$ cat src/rtl/ldo_pass_code_controller.sv
// ldo_pass_code_controller: coarse/fine/lock loop stepping the LDO pass-cell thermometer code.
// The LOCKED state and its toggle counter exist only when LDO_CTRL_LOCK_EN is defined.
module ldo_pass_code_controller #(
    parameter int N_CELLS      = 32,
    parameter int COARSE_STEP  = 4,
    parameter int LOCK_TOGGLES = 4,
    parameter int UNLOCK_RUN   = 3,
    parameter int COARSE_RUN   = 6,
    parameter int INIT_COUNT   = 0
) (
    input  logic                         ldotop_clk,
    input  logic                         ldotop_rst,
    input  logic                         ctrl_en,
    input  logic                         cmp_real,
    input  logic                         cmp_fake,
    output logic [N_CELLS-1:0]           pass_code,
    output logic [$clog2(N_CELLS+1)-1:0] on_count,
    output logic [1:0]                   state,
    output logic                         locked,
    output logic                         sat_hi,
    output logic                         sat_lo
);
    localparam int CW      = $clog2(N_CELLS + 1);
    localparam int SW      = CW + 2;
    localparam int RUN_MAX = COARSE_RUN > UNLOCK_RUN ? COARSE_RUN : UNLOCK_RUN;
    localparam int RW      = $clog2(RUN_MAX + 1);
    localparam logic [CW-1:0] INIT_CNT     = CW'(INIT_COUNT);
    localparam logic [CW-1:0] N_W          = CW'(N_CELLS);
    localparam logic [RW-1:0] RUN_MAX_W    = RW'(RUN_MAX);
    localparam logic [RW-1:0] COARSE_RUN_W = RW'(COARSE_RUN);
    localparam logic [RW-1:0] UNLOCK_W     = RW'(UNLOCK_RUN);

    typedef enum logic [1:0] {OFF = 2'b00, COARSE = 2'b01, FINE = 2'b10, LOCKED = 2'b11} state_t;

    function automatic logic [N_CELLS-1:0] decode(input logic [CW-1:0] c);
        logic [N_CELLS-1:0] r;
        for (int i = 0; i < N_CELLS; i++) r[i] = (i >= int'(c));
        return r;
    endfunction

    state_t             state_q, state_d;
    logic [CW-1:0]      cnt_q, cnt_d, stepped;
    logic [RW-1:0]      run_q, run_n;
    logic [N_CELLS-1:0] code_q;
    logic               last_dir_q, last_dir_d, last_vld_q, last_vld_d;
    logic               locked_q, sat_hi_q, sat_lo_q;
    logic               valid, up, same, rev, upd, clr, lock_hit;
    logic signed [SW-1:0] mag, sum;

    assign valid = cmp_real ^ cmp_fake;
    assign up    = cmp_real;
    assign same  = last_vld_q && (up == last_dir_q);
    assign rev   = last_vld_q && (up != last_dir_q);
    assign run_n = same ? (run_q == RUN_MAX_W ? run_q : run_q + 1'b1) : RW'(1);

    // Signed wide sum so that stepping past either rail clamps instead of wrapping.
    assign mag     = (state_q == COARSE && !rev) ? SW'(COARSE_STEP) : SW'(1);
    assign sum     = $signed({2'b00, cnt_q}) + (up ? mag : -mag);
    assign stepped = sum[SW-1] ? '0 : (sum > SW'(N_CELLS) ? N_W : sum[CW-1:0]);

`ifdef LDO_CTRL_LOCK_EN
    localparam int TW = $clog2(LOCK_TOGGLES + 1);
    localparam logic [TW-1:0] LOCK_W = TW'(LOCK_TOGGLES);
    logic [TW-1:0] tog_q, tog_n;
    assign tog_n    = !rev ? '0 : (tog_q == LOCK_W ? tog_q : tog_q + 1'b1);
    assign lock_hit = tog_n == LOCK_W;
    always_ff @(posedge ldotop_clk)
        tog_q <= (ldotop_rst || clr) ? '0 : (upd ? tog_n : tog_q);
`else
    assign lock_hit = 1'b0;
`endif

    always_comb begin
        state_d    = state_q;
        cnt_d      = cnt_q;
        last_dir_d = last_dir_q;
        last_vld_d = last_vld_q;
        upd        = 1'b0;
        clr        = 1'b0;
        if (!ctrl_en) begin
            state_d    = OFF;
            clr        = 1'b1;
            last_dir_d = 1'b0;
            last_vld_d = 1'b0;
        end else if (state_q == OFF) begin
            state_d = COARSE;
            clr     = 1'b1;
        end else if (valid) begin
            upd        = 1'b1;
            last_dir_d = up;
            last_vld_d = 1'b1;
            cnt_d      = (state_q == LOCKED && run_n != UNLOCK_W) ? cnt_q : stepped;
            if (state_q == COARSE && rev) state_d = FINE;
            else if (state_q == FINE && lock_hit) state_d = LOCKED;
            else if (state_q == FINE && run_n == COARSE_RUN_W) state_d = COARSE;
            else if (state_q == LOCKED && run_n == UNLOCK_W) state_d = FINE;
            clr = state_d != state_q;
        end
    end

    always_ff @(posedge ldotop_clk) begin
        if (ldotop_rst) begin
            state_q    <= OFF;
            cnt_q      <= INIT_CNT;
            code_q     <= decode(INIT_CNT);
            run_q      <= '0;
            last_dir_q <= 1'b0;
            last_vld_q <= 1'b0;
            locked_q   <= 1'b0;
            sat_hi_q   <= INIT_CNT == N_W;
            sat_lo_q   <= INIT_CNT == '0;
        end else begin
            state_q    <= state_d;
            cnt_q      <= cnt_d;
            code_q     <= decode(cnt_d);
            run_q      <= clr ? '0 : (upd ? run_n : run_q);
            last_dir_q <= last_dir_d;
            last_vld_q <= last_vld_d;
            locked_q   <= state_d == LOCKED;
            sat_hi_q   <= cnt_d == N_W;
            sat_lo_q   <= cnt_d == '0;
        end
    end

    assign pass_code = code_q;
    assign on_count  = cnt_q;
    assign state     = state_q;
    assign locked    = locked_q;
    assign sat_hi    = sat_hi_q;
    assign sat_lo    = sat_lo_q;
endmodule

$ cat config.mk
export PLATFORM = sky130hd
export DESIGN_NAME = ldo_pass_code_controller
export DESIGN_NICKNAME = d
export VERILOG_FILES = /design/src/rtl/ldo_pass_code_controller.sv
export SDC_FILE = /design/constraint.sdc
export NUM_CORES = 1
export LEC_CHECK = 0
export BUFFER_PORTS_ARGS = -buffer_cell sky130_fd_sc_hd__buf_2
export CAP_MARGIN = 10
export CORE_ASPECT_RATIO = 0.7
export CORE_MARGIN = 2
export CORE_UTILIZATION = 57
export DETAILED_ROUTE_END_ITERATION = 8
export PLACE_DENSITY_LB_ADDON = 0.25
export RECOVER_POWER = 100
export SLEW_MARGIN = 20
export SYNTH_ARGS = -nofsm -noshare
export SYNTH_HDL_FRONTEND = slang
export SYNTH_SLANG_ARGS = --single-unit
$ cat constraint.sdc
create_clock -name ldotop_clk -period 7.3 [get_ports ldotop_clk]
set_input_delay 1.825 -clock ldotop_clk [delete_from_list [all_inputs] [get_ports ldotop_clk]]
set_output_delay 1.825 -clock ldotop_clk [all_outputs]
set_load 0.05 [all_outputs]
==> results summary, run 1 <==
The share of flip-flops with an asynchronous set or reset after synthesis came out at 0%. The switching share of total power is 28.91%. STA classifies the critical path startpoint as an input port.

The cell count after synthesis is about 240. The half-perimeter wire length after placement is 3.515 mm. Headroom to the max-slew limit came out at 44.90%.

For this design the ratio of total power to cell area is 214.7 mW/mm^2. The flow ran to the end, and the final reports show no timing, DRC or antenna violations. The synthesized net count is ~250. Clock skew on the completed layout was measured at 5.409 ps. The sequential cell fraction of total power came out at approximately 54%. The instance area at placement is 0.002385 sq mm.

The combinational fraction of design power is 14.7%. In this run the power spent charging and discharging nets is 148.0 uW. The placer congestion estimate is 0.9095. In this run the worst path has a maximum fanout of 12.

For this design the static power due to leakage is about 0.93 nW. For this design, the sink count on the clock tree is 48. CTS placed an instance of clkbuf_8 at the clock tree root. The number of global-route vias before repair is around 1,500. For this run, the top clock speed supported by timing is 0.1671 GHz. Yosys mapped a number of flops with a built-in enable equal to 0. The total global routing track utilization is 22.44%. The via total after detailed routing is ~1,900. The detail route stage leaves a number of antenna-violating nets equal to 0.

Among all flip-flop cells after synthesis, the most frequent one is dfxtp_1. The die extent in y is between 50 and 60 microns. The count of endpoints failing hold in the final timing report is 0.

The number of antenna diodes in the final layout is 0. The global-route congestion overflow total came out at 0. Setup repair after global routing left no endpoint under its margin. The routed via count divided by cell count is 5.499. The startpoint of the lowest-slack register-to-register path is last_dir_q. The worst IR drop on VDD came out at 0.1575 mV. The average footprint of a synthesized cell came out at 8.843 sq um. The number of register bits inferred by synthesis came out at 48.

The routed design could run at a clock period as short as 5986 ps. For the worst setup path, the data arrival time is approximately 6200 ps. The area added between synthesis and finish came out at 13.32%.

The number of buffers added by the clock tree synthesis step is 5. The synthesized design devotes to its leading area cell type 45.66% of total area. The number of buffers on the longest clock path came out at 2. The starting DRC count in detailed routing is 105. The required time at the worst-slack endpoint came out at 7510 ps. The insertion delay of the later-clocked pin in the worst-skew pair came out at roughly 290 ps. Wires add up to roughly 4.6 mm. The wire length of the first global-routing pass is between 7 and 8 mm. The number of hold buffers added after cts is 0. Sorting the synthesized cells by area gives the leading types as dfxtp_1 (46%), a21oi_1 (5.7%), ha_1 (5.4%), nor2_1 (5.2%), o21ai_0 (4.3%). In this run the horizontal extent of the chip is 76.63 microns.

Entering global routing, the biggest net connects 16 pins. The aggregate negative setup slack is 0 ps. The count of input and output buffers came out at 47. The count of cells resized by post-cts repair is 0.

The core outline area is between 0.003 and 0.004 sq mm. The total of endpoints with negative setup slack in the final report came out at 0. The startpoint of the worst hold path is run_q[1]. The internal power of the cells totals 363.9 uW.

Counting instances in the post-synthesis netlist gives the leading cell types as dfxtp_1 (48), nor2_1 (29), a21oi_1 (24). Synthesis instantiated 45 different standard cells from the library. The first-pass iteration count of the detailed router is 4. The number of maximum-capacitance constraint violations is 0.

Among all cell types in the netlist, the one instantiated most often is dfxtp_1. The number of antenna violations at the first check in global routing came out at 0. The non-filler instance count after layout came out at between 300 and 400. Row generation in the floorplan step produced 18 rows.

The count of synthesis-stage warnings from yosys is 0. The H-tree depth reported by CTS came out at 2. The top-level port count came out at 48. The post-layout total power is 511.9 uW. The final net count came out at 303. The cell area after synthesis came out at approximately 0.0021 sq mm.

The pin slew with the least headroom to its limit is 826.4 ps. In the final layout, the share of cells above drive strength 1 is between 5 and 6%. In this run the worst setup path begins at cmp_real. The cell type contributing the most total cell area after synthesis is dfxtp_1.

The critical path endpoint category is a register. The final critical path takes up 82.00% of the cycle. The number of max-slew violations in the final report is 0. The final design area excluding fillers is 0.002385 sq mm. The clock transition at the registers of the reported paths came out at ~90 ps. The effective utilization at floorplan came out at 59.52%. The die covers 0.004202 sq mm. In this run the worst hold path is classified as register to register.

The worst setup path is of the input port to register kind. In this run, the clock network consumes between 30% and 40% of the power. The remaining design rule violation count is 0.

TritonCTS built the clock tree. The number of cells after detailed placement came out at around 330. After detailed routing, the average wire length per cell comes to 13.64 microns. Buffers added to address setup during post-CTS repair amount to 0. Of the synthesized area, sequential elements account for 45.66%.
cell usage in the layout, fill, tap and decap left out, types with 3 or more instances in the layout:
cell type	count
nand2b_1	4
a32oi_1	3
clkbuf_8	6
ha_1	9
dfxtp_1	48
a31oi_1	5
nand2_1	20
a211oi_1	3
a21oi_1	25
inv_1	16
nor3_1	7
xor2_1	3
o31ai_1	3
nor2_1	29
o21ai_0	19
clkbuf_1	46
nand3_1	7
per-layer routing:
layer / track usage, % / share of wire (%)
met4: 4.242 / 0.30
met3: 5.281 / 5.5
met5: 0 / 0
met1: 32.72 / 52
met2: 34.37 / 42
logic make-up (layout without fill, tap and decap cells):
kind of cell / count (synthesis) / in the layout / synth area share, %
mux: 1 / 1 / 0.5350
buf+inv: 20 / 71 / 3.686
compound gates: 74 / 74 / 23.90
simple gates: 80 / 80 / 17.83
fa+ha+maj: 10 / 10 / 6.302
flops: 48 / 48 / 45.66
xor+xnor: 5 / 5 / 2.081
final timing paths:
kind         slack (ps)  depth (start not counted)            end
min                 530                          2       run_q[1]
max reg2reg        2840                         14  pass_code[29]
max                1310                         15  pass_code[29]
min reg2reg         530                          2       run_q[1]
critical path: stages:
cell,delay (ps)
clkbuf_1,380
xor2_1,270
nand2_1,110
nand2_1,110
ha_1,170
inv_1,50
fa_1,400
nand2b_1,200
a21oi_1,170
xor2_1,140
or4_2,660
a21oi_1,470
a32oi_1,400
or4_1,630
o21ai_0,210
state kept, by name, summed over array words and instances, names as in the netlist:
register	count
run_q	3
on_count	6
pass_code	32
locked	1
state	2
last_vld_q	1
last_dir_q	1
sat_lo	1
sat_hi	1
metrics by stage:
stage               setup WS [ps]  utilization, %  hold WS [ps]
global route                925.6           67.45         581.5
global placement             1789           67.45         500.9
detailed placement           1683           67.45         513.0
floorplan                    2304               -         474.6
finish                       1314           67.45         526.2
CTS                          1985           70.10         525.5
cell type report:
cell class | instances | area [sq um]
fillers | 329 | 1151
flip-flops and latches | 48 | 960.9
inverters | 16 | 60.06
repair buffers | 47 | 178.9
multi-input cells | 170 | 1028
well taps | 50 | 62.56
clock inverters | 1 | 7.507
clock buffers | 7 | 86.33
power groups by stage:
stage	clock network (mW)	registers [mW]	logic, mW
after global placement	0	0.281	0.0784
after CTS	0.163	0.275	0.0793
final	0.161	0.275	0.0753
after floorplan	0	0.315	0.0281
after global routing	0.172	0.276	0.0814
after detailed placement	0	0.281	0.0792
Power figures use the tool's default switching activity.
==> run 2: changes to the inputs <==
--- a/config.mk
+++ b/config.mk
@@ -9,7 +9,7 @@
 export CAP_MARGIN = 10
 export CORE_ASPECT_RATIO = 0.7
 export CORE_MARGIN = 2
-export CORE_UTILIZATION = 57
+export CORE_UTILIZATION = 53
 export DETAILED_ROUTE_END_ITERATION = 8
 export PLACE_DENSITY_LB_ADDON = 0.25
 export RECOVER_POWER = 100
==> constraint.sdc (replaced) <==
create_clock -name ldotop_clk -period 6 [get_ports ldotop_clk]
set_input_delay 1.5 -clock ldotop_clk [delete_from_list [all_inputs] [get_ports ldotop_clk]]
set_output_delay 1.5 -clock ldotop_clk [all_outputs]
set_load 0.05 [all_outputs]
==> results summary, run 2 (same netlist as run 1, synthesis figures left out) <==
The root cell of the clock tree was clkbuf_8 (unchanged). The count of endpoints failing hold in the final timing report is 0 (unchanged). The count of antenna diodes in the layout is 0 (unchanged). The path class of the lowest-slack min-delay path is register to register (unchanged). Commonest non-fill, non-tap cells in the layout: dfxtp_1 (48), clkbuf_1 (45), nor2_1 (29) (was dfxtp_1 (48), clkbuf_1 (46), nor2_1 (29)).

The maximum clock frequency came out at ~0.19 GHz. The minimum clock period came out at roughly 5300 ps. The wire length of the first global-routing pass is 7.838 mm (was 7.279 mm). The aggregate negative setup slack came out at 0 ps (unchanged). The sequential cell fraction of total power came to 54.1% (was 53.8%). The starting DRC count in detailed routing came out at 98 (was 105). The switching share of total power came to 28.74% (was 28.91%). The global-route congestion overflow total is 0 (unchanged). The critical path endpoint category was a register (unchanged). The number of max-slew violations in the final report came to 0 (unchanged). The worst slack at placement came out at 573.7 ps (was 1683 ps).

The top-level port count came out at 48 (unchanged). The H-tree depth reported by CTS is 2 (unchanged). The utilization of the core after routing came out at 61.90% (was 67.45%).

The peak fanout along the critical path came out at 15 (was 12). RSZ-0062 raised after global routing: false (unchanged). The area added between synthesis and finish came out at 13.97% (was 13.32%). The routed wire length per instance is 13.94 microns (was 13.64 microns). The combinational fraction of design power is 15.0% (was 14.7%). The count of input and output buffers came out at 47 (unchanged).

The worst IR drop on VDD was 0.2052 mV (was 0.1575 mV). The total of endpoints with negative setup slack in the final report came out at 0 (unchanged). The insertion delay of the later-clocked pin in the worst-skew pair came to 290 ps (about the same). The effective utilization at floorplan came out at 54.31% (was 59.52%). The share of the clock period used by the worst path is 88.32%. The internal cell power is 441.1 uW (was 363.9 uW). The number of cell rows is 19 (was 18).

The remaining antenna violation count is 0 (unchanged). The total length of routed wires came to 4.738 mm (was 4.625 mm). The remaining max-slew budget at the tightest pin came out at 41.14% (was 44.90%). The arrival time of the worst setup path came out at 5420 ps (was 6200 ps). The number of buffers added by the clock tree synthesis step is 5 (unchanged). The routed via count divided by cell count came out at 5.553 (was 5.499). The count of cells resized by post-cts repair came to 0 (unchanged).

The clock sink count came out at 48 (unchanged). The die extent in y was 56.72 microns (was 54.84 microns). The total global routing track utilization came out at 22.36% (was 22.44%).

Result of the run: finished clean (unchanged). The required time at the worst-slack endpoint came out at 6120 ps (was 7510 ps). The overall die area is 0.004499 sq mm (was 0.004202 sq mm). The number of buffers on the longest clock path came out at 2 (unchanged). The remaining design rule violation count is 0 (unchanged). The via total after detailed routing is 1,888 (was 1,864). The number of hold buffers added after cts came to 0 (unchanged). The number of fillers in the final layout came out at 355 (was 329). The clock transition at the registers of the reported paths came out at 80 ps (was 90 ps). The clock network fraction of total power came out at 30.9% (was 31.5%). The half-perimeter wire length after placement is 3.638 mm (was 3.515 mm). The core outline area was 0.003875 sq mm (was 0.003536 sq mm). The number of maximum-capacitance constraint violations came out at 0 (unchanged). The post-layout total power came out at 618.9 uW (was 511.9 uW).

The worst setup slack after layout was 700.9 ps (was 1314 ps). The number of flip-flops under the largest register name is 32 (unchanged). The net switching power figure is 177.9 uW (was 148.0 uW).

The leakage dissipation came out at 0.9325 nW (was 0.9289 nW). The maximum number of pins on one net before global-route repair came out at 16 (unchanged). The areal power density over the cells came out at 258.0 mW/mm^2 (was 214.7 mW/mm^2). The final net count came out at 303 (unchanged). The number of global-route vias before repair came out at 1,707 (was 1,546). The fraction of final layout cells with drive strength greater than 1 was 6.250% (was 5.882%). The number of antenna violations at the first check in global routing is 0 (unchanged).

The pin slew with the least headroom to its limit was 882.8 ps (was 826.4 ps). The die boundary width is 79.32 microns (was 76.63 microns). The start-to-end type of the worst setup path is input port to register (unchanged). The post-route clock skew came out at 4.371 ps (was 5.409 ps). The commonest non-fill, non-tap cell in the layout is dfxtp_1 (unchanged). The placer congestion estimate is 0.8564 (was 0.9095). The first-pass iteration count of the detailed router is 4 (unchanged).

The critical path startpoint category was an input port (unchanged). The number of setup buffers added after CTS is 0 (unchanged). The TritonCTS clock tree is yes (unchanged).
==> run 2: final timing paths <==
check / startpoint / endpoint / slack (ps) / cells past startpoint
setup / recovery: cmp_real / pass_code[20] / 700 / 15
hold / removal: last_dir_q / last_dir_q / 510 / 2
setup reg to reg: last_dir_q / pass_code[20] / 1910 / 14
hold reg to reg: last_dir_q / last_dir_q / 510 / 2
==> run 2: area by class of cell <==
class | instances | area (sq um) | area share (%)
multi-input cells | 170 | 1042 | 43.45
well taps | 52 | 65.06 | 2.713
inverters | 16 | 60.06 | 2.504
repair buffers | 47 | 178.9 | 7.460
clock inverters | 1 | 8.758 | 0.3652
clock buffers | 6 | 82.58 | 3.443
flip-flops and latches | 48 | 960.9 | 40.06
==> run 2: worst max-delay path, stage by stage <==
cell	delay (ps)
clkbuf_1	360
xor2_1	270
nand2_1	100
nand2_1	100
ha_1	180
inv_1	60
fa_1	400
nand2b_1	190
a21oi_1	180
xor2_1	140
or4_1	580
a21oi_4	250
a311oi_1	200
nor2_1	670
o21ai_0	240
==> run 2: power by group through the flow <==
| stage | registers (mW) | logic (mW) | clock network, mW |
|---|---|---|---|
| 2_1_floorplan | 0.383 | 0.0342 | 0 |
| 3_3_place_gp | 0.342 | 0.0955 | 0 |
| 3_5_place_dp | 0.342 | 0.0966 | 0 |
| 4_1_cts | 0.335 | 0.0968 | 0.193 |
| 5_1_grt | 0.336 | 0.0999 | 0.209 |
| 6_report | 0.335 | 0.0926 | 0.191 |
==> run 2: per-layer routing <==
layer | part of all wire (%) | global-route usage [%] | vias to the layer above
li1 | - | - | 943
met1 | 50 | 32.52 | 884
met2 | 43 | 33.90 | 55
met3 | 6.1 | 4.984 | 6
met4 | 0.78 | 5.172 | 0
met5 | 0 | 0 | -
==> run 2: metrics by stage <==
step	hold slack [ps]	instance area, sq um	std cells
floorplan	474.6	2105	238
global placement	503.4	2387	333
detailed placement	501.4	2387	333
CTS	514.8	2479	340
global route	579.8	2399	340
finish	510.0	2399	340
